### config.mk
export PLATFORM = sky130hd
export DESIGN_NAME = apb_sqrt_slave
export DESIGN_NICKNAME = d
export VERILOG_FILES = /design/src/rtl/apb_sqrt_pkg.sv /design/src/rtl/sqrt_iter_core.sv /design/src/rtl/apb_sqrt_slave.sv
export SDC_FILE = /design/constraint.sdc
export NUM_CORES = 1
export LEC_CHECK = 0
export CORE_MARGIN = 4
export CORE_UTILIZATION = 40
export CTS_BUF_LIST = sky130_fd_sc_hd__clkbuf_2
export CTS_CLUSTER_SIZE = 14
export DETAILED_ROUTE_END_ITERATION = 6
export HOLD_SLACK_MARGIN = 0.1
export RECOVER_POWER = 50
export SYNTH_ARGS = -nofsm -noshare
export SYNTH_HDL_FRONTEND = slang
export SYNTH_HIERARCHICAL = 1
export SYNTH_SLANG_ARGS = --single-unit
### constraint.sdc
create_clock -name PCLK -period 3.4 [get_ports PCLK]
set_input_delay 0.34 -clock PCLK [delete_from_list [all_inputs] [get_ports PCLK]]
set_output_delay 0.34 -clock PCLK [all_outputs]
set_load 0.05 [all_outputs]
### src/rtl/apb_sqrt_pkg.sv
// rtl/apb_sqrt_pkg.sv - shared constants, register map and state type for apb_sqrt_slave
package apb_sqrt_pkg;

  localparam int DATA_W = 32;
  localparam int ROOT_W = DATA_W / 2;
  localparam int REM_W  = ROOT_W + 2;
  localparam int CNT_W  = 4;

  localparam logic [CNT_W-1:0] LAST_ITER = 4'd15;

  // Word indices decoded from PADDR[3:2]
  localparam logic [1:0] REG_OPERAND = 2'd0;
  localparam logic [1:0] REG_RESULT  = 2'd1;
  localparam logic [1:0] REG_STATUS  = 2'd2;
  localparam logic [1:0] REG_IRQ_EN  = 2'd3;

  localparam int STAT_BUSY   = 0;
  localparam int STAT_DONE   = 1;
  localparam int STAT_IRQ_EN = 2;

  typedef enum logic {
    ST_IDLE = 1'b0,
    ST_CALC = 1'b1
  } state_e;

endpackage

### src/rtl/sqrt_iter_core.sv
// rtl/sqrt_iter_core.sv - restoring square-root datapath, one root bit per clock
module sqrt_iter_core
  import apb_sqrt_pkg::*;
(
  input  logic              clk_i,
  input  logic              rst_ni,
  input  logic              load_i,
  input  logic [DATA_W-1:0] operand_i,
  output logic              busy_o,
  output logic              done_o,
  output logic [ROOT_W-1:0] root_o
);

  state_e            state_q;
  logic [CNT_W-1:0]  cnt_q;
  logic [DATA_W-1:0] op_q;
  logic [REM_W-1:0]  rem_q, rem_d;
  logic [ROOT_W-1:0] acc_q, acc_d;
  logic [ROOT_W-1:0] root_q;
  logic [REM_W+1:0]  rem_sh, trial;
  logic              fits;

  // Bring down the next operand bit pair and try subtracting 4*acc+1
  always_comb begin
    rem_sh = {rem_q, op_q[DATA_W-1 -: 2]};
    trial  = {2'b00, acc_q, 2'b01};
    fits   = (rem_sh >= trial);
    rem_d  = fits ? REM_W'(rem_sh - trial) : rem_sh[REM_W-1:0];
    acc_d  = {acc_q[ROOT_W-2:0], fits};
  end

  always_ff @(posedge clk_i or negedge rst_ni) begin
    if (!rst_ni) begin
      state_q <= ST_IDLE;
      cnt_q   <= '0;
      op_q    <= '0;
      rem_q   <= '0;
      acc_q   <= '0;
      root_q  <= '0;
    end else if (load_i) begin
      state_q <= ST_CALC;
      cnt_q   <= '0;
      op_q    <= operand_i;
      rem_q   <= '0;
      acc_q   <= '0;
    end else if (state_q == ST_CALC) begin
      op_q  <= {op_q[DATA_W-3:0], 2'b00};
      rem_q <= rem_d;
      acc_q <= acc_d;
      cnt_q <= cnt_q + 4'd1;
      if (cnt_q == LAST_ITER) begin
        state_q <= ST_IDLE;
        root_q  <= acc_d;
      end
    end
  end

  assign busy_o = (state_q == ST_CALC);
  assign done_o = (state_q == ST_CALC) && (cnt_q == LAST_ITER);
  assign root_o = root_q;

endmodule

### src/rtl/apb_sqrt_slave.sv
// rtl/apb_sqrt_slave.sv - APB square-root responder; IRQ port and 0xC register under SQRT_IRQ_EN
module apb_sqrt_slave
  import apb_sqrt_pkg::*;
(
  input  logic              PCLK,
  input  logic              PRESET,
  input  logic              PSEL,
  input  logic              PENABLE,
  input  logic              PWRITE,
  input  logic [DATA_W-1:0] PADDR,
  input  logic [DATA_W-1:0] PWDATA,
  output logic [DATA_W-1:0] PRDATA,
  output logic              PREADY
`ifdef SQRT_IRQ_EN
  ,
  output logic              IRQ
`endif
);

  logic              access, busy, stall, xfer;
  logic              wr_operand, rd_result, calc_done;
  logic [1:0]        addr_idx;
  logic [DATA_W-1:0] operand_q;
  logic              done_q, done_d;
  logic              irq_en;
  logic [ROOT_W-1:0] root;
  logic              unused_addr_bits;

  assign addr_idx         = PADDR[3:2];
  assign unused_addr_bits = ^{PADDR[DATA_W-1:4], PADDR[1:0]};
  assign access           = PSEL & PENABLE;

  // Operand writes and result reads wait out an in-flight computation
  assign stall  = access & busy &
                  ((PWRITE & (addr_idx == REG_OPERAND)) | (~PWRITE & (addr_idx == REG_RESULT)));
  assign PREADY = access & ~stall;
  assign xfer   = access & PREADY;

  assign wr_operand = xfer & PWRITE & (addr_idx == REG_OPERAND);
  assign rd_result  = xfer & ~PWRITE & (addr_idx == REG_RESULT);

  sqrt_iter_core u_core (
    .clk_i     (PCLK),
    .rst_ni    (PRESET),
    .load_i    (wr_operand),
    .operand_i (PWDATA),
    .busy_o    (busy),
    .done_o    (calc_done),
    .root_o    (root)
  );

  always_comb begin
    done_d = done_q;
    if (calc_done) begin
      done_d = 1'b1;
    end else if (wr_operand || rd_result) begin
      done_d = 1'b0;
    end
  end

  always_ff @(posedge PCLK or negedge PRESET) begin
    if (!PRESET) begin
      operand_q <= '0;
      done_q    <= 1'b0;
    end else begin
      done_q <= done_d;
      if (wr_operand) begin
        operand_q <= PWDATA;
      end
    end
  end

`ifdef SQRT_IRQ_EN
  logic irq_en_q, irq_en_d, irq_q;

  assign irq_en_d = (xfer & PWRITE & (addr_idx == REG_IRQ_EN)) ? PWDATA[0] : irq_en_q;

  always_ff @(posedge PCLK or negedge PRESET) begin
    if (!PRESET) begin
      irq_en_q <= 1'b0;
      irq_q    <= 1'b0;
    end else begin
      irq_en_q <= irq_en_d;
      irq_q    <= done_d & irq_en_d;
    end
  end

  assign irq_en = irq_en_q;
  assign IRQ    = irq_q;
`else
  assign irq_en = 1'b0;
`endif

  always_comb begin
    PRDATA = '0;
    if (access) begin
      case (addr_idx)
        REG_OPERAND: PRDATA = operand_q;
        REG_RESULT:  PRDATA = {{(DATA_W-ROOT_W){1'b0}}, root};
        REG_STATUS: begin
          PRDATA[STAT_BUSY]   = busy;
          PRDATA[STAT_DONE]   = done_q;
          PRDATA[STAT_IRQ_EN] = irq_en;
        end
        REG_IRQ_EN:  PRDATA[0] = irq_en;
        default:     PRDATA = '0;
      endcase
    end
  end

endmodule

==> impl_metrics.toml, run 1 <==
[pwr]
power.leakage_nw = 3.62
p_int_mw = 4.35
p_sw_mw = 3.15
switching_share = 0.420
pwr-share-seq = 0.331
power_frac_clock = 0.139
combPwrFrac = 0.530
total_power_mw = 7.50
powerDensity_nw_per_um2 = 941
ir_drop_mv = 0.325

[synth]
yosysTopAreaCell = "dfrtp_1"
ys_seq_area_frac = 0.450
netlist_top_cells_count = "dfrtp_1 (120), mux2i_1 (67), nor2_1 (67)"
netlist_area_sq_um = 6680
synth_top_cell_area_share = 0.450
yosysWarningCount = 6
ys_async_sr_fraction = 1.00
synthCells = 636
synth_seq_cells = 120
synthFlopType = "dfrtp_1"
synth_most_common_cell = "dfrtp_1"
syn_nets = 724
syn_avg_cell_area_sq_um = 10.5
synth_area_leaders = "dfrtp_1 (45%), mux2i_1 (10%), mux2_4 (6.5%), nor2_1 (3.8%), ha_1 (3.6%)"
ys_types = 61
synth_edf_count = 0

[floorplanning]
die-area_sq_um = 18800
die_y_microns = 137
die_w_microns = 137
initial_core_util = 0.414
std_cell_rows = 46
ios = 102
core_sq_um = 16100

[place]
place_area_sq_um = 7700
gp_congestion = 0.836
port-buffer-count = 71
hpwlAfterDp_microns = 11400

[worst_setup_path]
critPathBufInv = 2
cp_slowest_cell = "dfrtp_1"
crit_chain = "buf_4 -> nand3b_1 -> o21a_1 -> nor2_1 -> buf_4"
crit_required_ns = 3.06
r2r_cells = 8
cpMostUsedCell = "buf_4"
worstSetupPathType = "reg -> out"
reg2reg_slack_ns = 0.51
path_max_fanout = 26
cp-start-kind = "flip-flop"
cp-endpoint = "PRDATA[0]"
end_kind = "primary output"
crit_path_max_incr_delay_ns = 0.90
path_depth = 5
cp_top_family = "flip-flops"
r2r_end = "u_core/rem_q[13]"
worstReg2RegStart = "u_core/acc_q[11]"
crit_path_start = "u_core/busy_o"
critPathArrivalTime_ns = 2.60

[drt]
drc = 0
post_drt_wl_per_cell_microns = 17.0
drt_wl_total_microns = 15800
vias_per_cell = 5.26
num_vias = 4906
first_iter_violations = 344
ant_nets = 0
dr.pass1.iters = 4

[clock_network]
cts_inserted_buffers = 17
clockBufferDepth = 2
clock-root-buffer = "clkbuf_2"
insertion_delay_ns = 0.68
clock_sinks = 120
post_cts_buffers = 0
cts_tree = "done"
htreeDepth = 4
clk_pin_slew_ns = 0.19

[sta]
finalCriticalPeriod_ns = 2.94
fin_skew_ns = 0.0183
setup_tns_ns = 0
tightest_slew_ns = 2.43
hold_viol_final = 0
maxSlewHeadroom = -0.617
fmax_mhz = 340
finalSetupViolCount = 0
rsz0062_at_grt = "false"
slew_violations = 44
post-route-period-util = 0.864

[hold_path]
whs_path_depth = 3
min_path_type = "in -> reg"

[global_routing]
grt_usage = 0.179
gr-total-overflow = 0
antenna_found_initial = 0
grt_pass1_vias = 5147
grt_pass1_wl_microns = 26400
grt_max_degree = 58

[finish]
drive_gt1_frac = 0.180
postLayoutCellArea_sq_um = 7970
layout.nets = 791
areaGrowthSynthToFinish_pct = 19.4
num_antenna_cells = 0

[job]
cap_violations = 1

[status]
status = "complete, but fails checks"
violations = "max-capacitance violations, max-slew violations"
[how the worst min path moves through the flow]
stage	startpoint	to	slack [ns]
5_1_grt	PWDATA[16]	u_core/op_q[16]	0.17
3_5_place_dp	PRESET	operand_q[16]	0.38
2_1_floorplan	PRESET	done_q	0.04
4_1_cts	PRESET	operand_q[16]	0.13
6_report	PWDATA[16]	u_core/op_q[16]	0.23
3_3_place_gp	PRESET	operand_q[16]	0.38
[registers in the layout, indices dropped and copies added, names as in the netlist]
name,cells
u_core/acc_q,16
u_core/cnt_q,4
done_q,1
operand_q,32
u_core/root_o,16
u_core/op_q,32
u_core/busy_o,1
u_core/rem_q,18
[through the flow]
step,utilization,std cells,setup slack (ns),hold slack [ns]
finish,0.494,932,0.461,0.229
detailed placement,0.478,899,0.542,0.382
CTS,0.495,932,0.502,0.131
floorplan,-,636,0.961,0.0444
global placement,0.478,899,0.614,0.377
global route,0.494,932,0.202,0.174
[layer usage]
metal | wire (microns) | global-route usage
met1 | 7330 | 0.234
met3 | 850 | 0.0511
met5 | 0 | 0
met2 | 7390 | 0.285
met4 | 275 | 0.0637
[placed cells by master (no fill, tap or decap), types with 3 or more instances in the layout]
cell,count
a211oi_1,6
dfrtp_1,120
a41oi_1,4
clkbuf_2,19
o21ai_0,43
nand3b_1,3
nand3_1,7
a21oi_1,16
o21a_1,9
mux2_4,29
ha_1,19
a21o_1,4
o31ai_1,5
clkdlybuf4s50_1,43
nand4_1,4
a311oi_1,6
o22ai_1,3
or3_1,5
mux2_2,19
inv_1,26
a31oi_1,3
xor2_1,4
mux2i_1,67
clkinv_2,4
nor3_1,3
bufinv_16,4
nor2_1,67
and3_1,8
buf_4,21
buf_12,17
nand2_1,56
nor4_1,3
and2_1,18
nand2b_1,3
xnor2_1,10
[power by group through the flow]
stage | sequential, mW | combinational (mW) | clock (mW)
after floorplan | 2.32 | 3.25 | 0
after global placement | 2.50 | 3.85 | 0
after detailed placement | 2.52 | 3.95 | 0
after CTS | 2.50 | 3.97 | 1.08
after global routing | 2.57 | 4.43 | 1.14
final | 2.48 | 3.97 | 1.04
[logic make-up after synthesis]
kind of cell	after synthesis	synth area share
muxes	115	0.198
and+or+nand+nor	187	0.133
DFF	120	0.450
adders and majority gates	19	0.0356
xor gates and xnor gates	14	0.0184
AOI/OAI and AO/OA	119	0.122
buffers and inverters	62	0.0439
[layout make-up]
class / instances / area (sq um)
fillers: 1545 / 8150
clock inverters: 13 / 176
flip-flops and latches: 120 / 3000
clock buffers: 19 / 95.1
inverters: 26 / 97.6
repair buffers: 84 / 946
well taps: 216 / 270
multi-input cells: 454 / 3380
[tightest hold or removal path, cell delays in order]
cell             delay, ns
clkdlybuf4s50_1       0.42
nand2_1               0.07
o21ai_0               0.07
[repair_timing]
action	in CTS	in global routing
hold buffers	1	0
endpoints found under the hold margin	89	0
gates resized for setup	0	0
endpoints found under the setup margin	0	0
Power figures use the tool's default switching activity.
==> run 2: changes to the inputs <==
--- a/config.mk
+++ b/config.mk
@@ -5,9 +5,11 @@
 export SDC_FILE = /design/constraint.sdc
 export NUM_CORES = 1
 export LEC_CHECK = 0
+export ABC_AREA = 1
 export CORE_MARGIN = 4
 export CORE_UTILIZATION = 40
 export CTS_BUF_LIST = sky130_fd_sc_hd__clkbuf_2
+export CTS_CLUSTER_DIAMETER = 50
 export CTS_CLUSTER_SIZE = 14
 export DETAILED_ROUTE_END_ITERATION = 6
 export HOLD_SLACK_MARGIN = 0.1
==> impl_metrics.toml, run 2 <==
[status]
status = "complete, but fails checks"
violations = "max-capacitance violations, max-slew violations"

[pwr]
power.leakage_nw = 3.89
powerDensity_nw_per_um2 = 932
ir_drop_mv = 0.391

[finish]
top_regs = "operand_q (32), u_core/op_q (32), u_core/rem_q (18)"
stdcell_count = 1194
nFillCells = 1688
areaGrowthSynthToFinish_pct = 17.7
layout.nets = 1047
final_common_cell = "nand2_1"
drive_gt1_frac = 0.0998
most-common-layout-cells = "nand2_1 (322), dfrtp_1 (120), inv_1 (105)"
postLayoutCellArea_sq_um = 7920

[synth]
synth_top_cell_area_share = 0.446
synth_edf_count = 0
netlist_area_sq_um = 6730
syn_avg_cell_area_sq_um = 7.57
ys_types = 33
yosysTopAreaCell = "dfrtp_1"
synth_area_leaders = "dfrtp_1 (45%), nand2_1 (18%), inv_1 (5.8%), ha_1 (3.5%), nand4_1 (3.2%)"
ys_seq_area_frac = 0.446
synthCells = 889
yosysWarningCount = 6
ys_async_sr_fraction = 1.00
synth_seq_cells = 120
synth_most_common_cell = "nand2_1"
netlist_top_cells_count = "nand2_1 (322), dfrtp_1 (120), inv_1 (104)"
syn_nets = 977
synthFlopType = "dfrtp_1"

[worst_setup_path]
r2r_cells = 14
critPathArrivalTime_ns = 2.54
path_max_fanout = 9
worstSetupPathType = "in -> out"
crit_required_ns = 3.06
cp-start-kind = "input port"
end_kind = "primary output"

[sta]
finalCriticalPeriod_ns = 2.88
tightest_slew_ns = 1.53
fin_skew_ns = 0.0326
maxSlewHeadroom = -0.0176
fin_hold_ws_ns = 0.240
fmax_mhz = 347
rsz0062_at_grt = "false"
post-route-period-util = 0.848
setup_tns_ns = 0
post-route-worst-setup-slack_ns = 0.516
hold_viol_final = 0
slew_violations = 93
finalSetupViolCount = 0

[drt]
wl_met2_microns = 8250
first_iter_violations = 398
top_layer = "met4"
drc = 0
drt_wl_total_microns = 18000
num_vias = 5958
ant_nets = 0
m1WireLength_microns = 8770
vias_per_cell = 4.99
met3WireLength_microns = 821
post_drt_wl_per_cell_microns = 15.1
dr.pass1.iters = 5

[job]
cap_violations = 2

[clock_network]
insertion_delay_ns = 0.68
htreeDepth = 4
post_cts_buffers = 0
clockBufferDepth = 2
hold_buffers = 1
cts_inserted_buffers = 17
clk_pin_slew_ns = 0.19
clock-root-buffer = "clkbuf_2"
cts.repair.resized = 0
cts_tree = "done"
clock_sinks = 120

[place]
gp_congestion = 0.893
port-buffer-count = 71
preCtsSetupSlack_ns = 0.469
hpwlAfterDp_microns = 12600
dp_cells = 1159
place_area_sq_um = 7660

[hold_path]
min_path_type = "in -> reg"
whs_path_depth = 3

[global_routing]
grt_usage = 0.198
gr-total-overflow = 0
grt_max_degree = 60
antenna_found_initial = 2
grt_pass1_wl_microns = 29500
grt_pass1_vias = 5732

[floorplanning]
die_y_microns = 138
std_cell_rows = 47
initial_core_util = 0.407
die-area_sq_um = 19000
ios = 102
core_sq_um = 16500
die_w_microns = 138
==> run 2: changes by cell type in the layout (fill, tap and decap cells not counted), sizes merged, moves of 14 or more <==
cell | before | now
mux2 | 48 | 0
mux2i | 67 | 0
o221ai | 1 | 21
o21ai | 43 | 11
nor2 | 68 | 54
inv | 27 | 117
nand2 | 56 | 332
a21oi | 16 | 43
nand4 | 4 | 35
and2 | 18 | 1
nand3 | 8 | 44
==> run 2: area by class of cell <==
type | instances | area (sq um) | area share
inverter | 118 | 443 | 0.0559
timing repair buffer | 92 | 841 | 0.106
clock buffer | 18 | 90.1 | 0.0114
sequential | 120 | 3000 | 0.379
clock inverter | 14 | 181 | 0.0229
antenna | 2 | 5.00 | 0.000632
tap | 220 | 275 | 0.0347
multi-input combinational | 610 | 3080 | 0.389
==> run 2: worst paths after layout <==
check / startpoint / endpoint / slack [ns]
setup reg to reg: u_core/acc_q[9] / u_core/rem_q[17] / 1.15
hold / removal: PWDATA[25] / operand_q[25] / 0.24
setup / recovery: PADDR[3] / PRDATA[7] / 0.52
min in group asynchronous: PRESET / operand_q[13] / 0.53
hold reg to reg: u_core/cnt_q[3] / u_core/cnt_q[3] / 0.47
max in group asynchronous: PRESET / u_core/op_q[5] / 1.03
==> run 2: cell families after synthesis <==
family	Yosys count	synth area share
AO/OA/AOI/OAI	99	0.0935
AND/OR/NAND/NOR	484	0.319
flip-flops	120	0.446
buffers and inverters	159	0.0950
adder cells (fa/ha/maj)	19	0.0353
XOR/XNOR	8	0.0104
==> run 2: power by group <==
part,internal [mW],switching [mW]
Combinational,1.45,2.67
Sequential,1.96,0.276
Clock,0.478,0.551
Total,3.89,3.49
==> run 2: metrics by stage <==
stage                     total power, mW   util
after floorplan                      5.41      -
after detailed placement             6.39  0.463
final                                7.38  0.479
after CTS                            7.43  0.480
after global placement               6.32  0.463
after global routing                 8.15  0.479
==> run 2: worst max-delay path, stage by stage <==
cell and delay [ns]:
dlygate4sd3_1 0.64, nor2_4 0.33, buf_4 0.22, nand2_1 0.05
a21oi_1 0.13, clkdlybuf4s50_1 0.82
==> run 2: metal layers <==
layer	global-route usage	vias to the layer above
met3	0.0438	11
met4	0.0439	0
met1	0.286	2818
li1	-	3011
met2	0.305	118
met5	0	-
==> patch 1 (config.mk and constraints of run 1) <==
Change the package constant `DATA_W` from 32 to 24.
--- a/src/rtl/apb_sqrt_pkg.sv
+++ b/src/rtl/apb_sqrt_pkg.sv
@@ -2,5 +2,5 @@
 package apb_sqrt_pkg;
 
-  localparam int DATA_W = 32;
+  localparam int DATA_W = 24;
   localparam int ROOT_W = DATA_W / 2;
   localparam int REM_W  = ROOT_W + 2;
Interface: changed (resized PADDR, PRDATA and PWDATA); port bits go from 102 to 78. The function was not compared with the original's and may differ.
==> patch 1 against run 1 <==
  * Power fell by 31%
  * Core utilization fell by 0.74 points
  * Final area fell by 25%
  * Count of clock-buffer cells in the layout fell by 8
  * Area after synthesis fell by 24%
  * Hold slack improved by 0.12 ns
  * Routed wire length fell by 30%
  * Worst setup slack improved by 0.027 ns
  * The run still ends with capacitance limit, slew limit left
  * Sequential cell count fell by 28
==> patch 1: results (changes against run 1) <==
first-pass GRT wire length = 18710 um (-29%)
Placed Cells = 684 (-24%)
vias in the first global route = 3749 (-27%)
run status = complete, but fails checks
Max H-tree Level = 3 (-1)
largest net degree at the start of global routing = 83 (+43%)
CP Data Arrival Time = 3.37 ns (+0.77 ns)
Num CTS Buffers = 9 (-8)
GRT Resource Usage Total = 15.82% (-2.1 points)
Largest regs = operand_q (24), u_core/op_q (24), u_core/rem_q (14)
sequential area share after synthesis = 45.11% (+0.12 points)
Net Count, Synth = 551 (-24%)
Final Slew Violations = 62 (+41%)
nets@finish = 596 (-25%)
top cells by area, synth = dfrtp_1 (45%), mux2i_1 (9.4%), mux2_4 (5.6%), nor2_1 (3.8%), ha_1 (3.7%)
Mean Syn Cell Area = 10.57 um2 (+0.68%)
RePlAce Congestion = 0.7947 (-4.9%)
Post-CTS Setup Bufs = 0 (unchanged)
asr flop ratio synth = 100.0% (unchanged)
YS warnings = 6 (unchanged)
Iteration-0 DRC Markers = 260 (-24%)
Clock Path Buffers = 2 (unchanged)
share of cells above drive strength 1 = 15.38% (-2.6 points)
root buf cell = clkbuf_2
Total Routed Length = 11090 um (-30%)
Commonest cells post-synth = dfrtp_1 (92), nor2_1 (52), mux2i_1 (48), o21ai_0 (35), nand2_1 (28)
failing checks = capacitance limit, slew limit
slew at the pin with the worst max-slew slack = 1.533 ns (-0.8924 ns)
Leak = 2.669 nW (-26%)
Post-Layout Cell Count = 701 (-25%)
dpl hpwl = 7587 um (-33%)
Clock transition at path regs = 0.26 ns (+0.07 ns)
Cell variety after synth = 57 (-6.6%)
input/output buffers = 55 (-23%)
CP max FO = 82 (+220%)
Max-cap violations = 1 (unchanged)
Clk Latency, worst-skew pair = 0.54 ns (-0.14 ns)
diodes inserted = 0 (unchanged)
routed vias/inst = 5.147 (-2.2%)
maximum vdd ir drop = 0.3104 mV (-4.4%)
skew final = 0.02587 ns (+0.007614 ns)
[patch 1: power by group]
group          switching (mW)  leakage (nW)  internal [mW]  total (mW)
logic                    1.36          1.47           1.27        2.63
registers               0.398          1.14           1.57        1.97
clock network           0.375        0.0648          0.178       0.553
[patch 1: area by class of cell]
| cell class | count | area (um2) |
|---|---|---|
| clock inverters | 5 | 61.31 |
| repair buffers | 64 | 725.7 |
| clock buffers | 11 | 55.05 |
| well taps | 168 | 210.2 |
| flip-flops and latches | 92 | 2303 |
| multi-input cells | 344 | 2552 |
| inverters | 17 | 63.81 |
| fillers | 1132 | 6290 |
[patch 1: critical path: stages (launching register included)]
cell and delay (ns):
dfrtp_2 0.65, and3b_1 0.36, nand3_4 0.09, inv_2 0.06
clkbuf_2 1.08, nand3b_1 0.22, nor3_1 0.06, a211o_1 0.30
[patch 1: worst paths after layout]
check                                    from              end  slack, ns  cells past startpoint
min in group asynchronous              PRESET   u_core/op_q[1]       0.67                      2
worst min-delay path                PWDATA[9]   u_core/op_q[9]       0.35                      3
worst max-delay path            u_core/busy_o  u_core/rem_q[7]       0.49                      7
max in group asynchronous              PRESET    operand_q[20]       1.13                      3
worst min register to register  operand_q[16]    operand_q[16]       0.54                      1
worst max register to register  u_core/busy_o  u_core/rem_q[7]       0.49                      7
[patch 1: cell families (layout without fill, tap and decap cells)]
family | Yosys count | in the layout | synth area share [%]
flip-flops | 92 | 92 | 45.11
multiplexers | 83 | 83 | 18.53
XOR/XNOR | 14 | 14 | 2.403
adder cells (fa/ha/maj) | 15 | 15 | 3.677
AO/OA/AOI/OAI | 88 | 88 | 11.57
AND/OR/NAND/NOR | 144 | 144 | 13.85
buffers and inverters | 47 | 97 | 4.854
[patch 1: through the flow]
stage	cell area (um2)	util, %	worst slack [ns]	hold slack (ns)
final	5972	48.70	0.4877	0.3510
after global routing	5972	48.70	0.2430	0.3058
after CTS	5998	48.92	0.5213	0.2935
after detailed placement	5872	47.89	0.7281	0.4765
after global placement	5872	47.89	0.7556	0.4714
after floorplan	5104	-	1.236	0.04441
[patch 1: what timing repair did]
item	4_1_cts	5_1_grt
hold buffers	1	0
hold endpoints to repair	59	0
endpoints found under the setup margin	0	0
[patch 1: metal layers]
metal	vias up	share of wire (%)	track usage (%)
met1	1737	51	23.26
met3	15	2.7	2.238
met4	0	1.4	5.170
met5	-	0	0
li1	1790	-	-
met2	66	45	23.97
==> patch 2 (settings of run 1) <==
Without the edit above. Remove the case item `REG_RESULT` of the case on `addr_idx`.
--- a/src/rtl/apb_sqrt_slave.sv
+++ b/src/rtl/apb_sqrt_slave.sv
@@ -97,5 +97,4 @@
       case (addr_idx)
         REG_OPERAND: PRDATA = operand_q;
-        REG_RESULT:  PRDATA = {{(DATA_W-ROOT_W){1'b0}}, root};
         REG_STATUS: begin
           PRDATA[STAT_BUSY]   = busy;
Function: no difference found for any inputs over 10 cycles, from zero or initial values and one cycle with PRESET low; that may be too few to reach the edited logic, so the function may still have changed.
==> patch 2 against run 1 <==
  * Critical path depth unchanged
  * Final area shrank 67%
  * Area after synthesis fell by 72%
  * Power down 82%
  * Sequential cell count fell by 82
  * Count of clock-buffer cells in the layout fell by 12
  * Sequential share of layout area down 1.2 points
  * Critical path type is now input pin to output pin
  * Critical endpoint is now PRDATA[29]
  * Core utilization is 8.8 points higher
  * Die area decreased by 69%
  * The flow still finishes with violations (capacitance limit, slew limit)
  * Routed wire length down 75%
  * Worst setup slack improved by 0.32 ns
==> patch 2: results (changes against run 1) <==
Iteration-0 DRC Markers = 50 (-85%)
final-layout fill cell count = 392 (-75%)
Post-Layout Cell Count = 266 (-71%)
failing checks = capacitance limit, slew limit
Final Slew Violations = 39 (-11%)
critical path's slowest cell = clkdlybuf4s50_1
input/output buffers = 71 (unchanged)
RePlAce Congestion = 0.7560 (-9.5%)
worst min path class = flop to flop
Clk Latency, worst-skew pair = 0.37 ns (-0.31 ns)
vias in the first global route = 1381 (-73%)
post-DR wirelength/cell = 15.11 um (-11%)
Clock transition at path regs = 0.16 ns (-0.03 ns)
first-pass GRT wire length = 6686 um (-75%)
Net Count, Synth = 219 (-70%)
slew at the pin with the worst max-slew slack = 2.063 ns (-0.3625 ns)
Max H-tree Level = 2 (-2)
Post-CTS Setup Bufs = 0 (unchanged)
maximum vdd ir drop = 0.2310 mV (-29%)
Max-cap violations = 1 (unchanged)
share of cells above drive strength 1 = 16.36% (-1.7 points)
Largest regs = operand_q (32), u_core/cnt_q (4)
CP max FO = 15 (-42%)
GRT Resource Usage Total = 14.11% (-3.8 points)
run status = complete, but fails checks
Num CTS Buffers = 5 (-12)
largest net degree at the start of global routing = 39 (-33%)
Placed Cells = 258 (-71%)
CP Data Arrival Time = 2.28 ns (-0.32 ns)
met2 wire len = 1946 um (-74%)
routed vias/inst = 4.823 (-8.4%)
CP max stage delay = 0.82 ns (-0.08 ns)
Mean Syn Cell Area = 12.75 um2 (+21%)
root buf cell = clkbuf_2
dpl hpwl = 2907 um (-74%)
met3 wire len = 243 um (-71%)
WL met1 = 1792 um (-76%)
Leak = 1.216 nW (-66%)
nets@finish = 284 (-64%)
skew final = 0.01947 ns (+0.001218 ns)
==> patch 2: path summary, 6_finish.rpt <==
path	startpoint	endpoint	slack, ns	depth (start not counted)
setup / recovery	PADDR[3]	PRDATA[29]	0.78	5
hold / removal	operand_q[29]	operand_q[29]	0.50	1
setup reg to reg	u_core/busy_o	operand_q[12]	0.99	3
hold reg to reg	operand_q[29]	operand_q[29]	0.50	1
max in group asynchronous	PRESET	operand_q[0]	1.14	2
min in group asynchronous	PRESET	operand_q[14]	1.09	2
==> patch 2: repair_timing <==
| action | 4_1_cts | 5_1_grt |
|---|---|---|
| resized for setup | 0 | 0 |
| hold buffers | 1 | 0 |
| hold endpoints to repair | 38 | 0 |
==> patch 2: through the flow <==
step | worst slack (ns) | area (um2)
6_report | 0.7783 | 2606
4_1_cts | 0.7569 | 2646
3_3_place_gp | 0.7615 | 2601
2_1_floorplan | 1.550 | 1899
5_1_grt | 0.6649 | 2606
3_5_place_dp | 0.7642 | 2601
==> patch 2: metal layers <==
| layer | GRT usage, % | up-vias |
|---|---|---|
| met5 | 0 | - |
| met4 | 4.891 | 0 |
| met3 | 4.333 | 5 |
| met2 | 22.82 | 45 |
| met1 | 17.85 | 631 |
| li1 | - | 602 |
==> patch 2: cell type report <==
cell class                 count  area, um2  area share, %
tap                           52      65.06          2.496
sequential                    38      950.9          36.49
timing repair buffer          74      729.5          27.99
multi-input combinational     91      810.8          31.11
inverter                       4      15.01         0.5761
clock buffer                   7      35.03          1.344
==> patch 2: worst max-delay path: cells and delay by family <==
family / cells / cell delay [ns]
buffers and inverters: 3 / 1.56
and+or+nand+nor: 2 / 0.38
==> patch 2: power by group <==
part / total [mW] / switching, mW / internal (mW)
logic: 0.447 / 0.171 / 0.276
clock network: 0.187 / 0.133 / 0.0537
registers: 0.742 / 0.107 / 0.635
total: 1.38 / 0.412 / 0.964
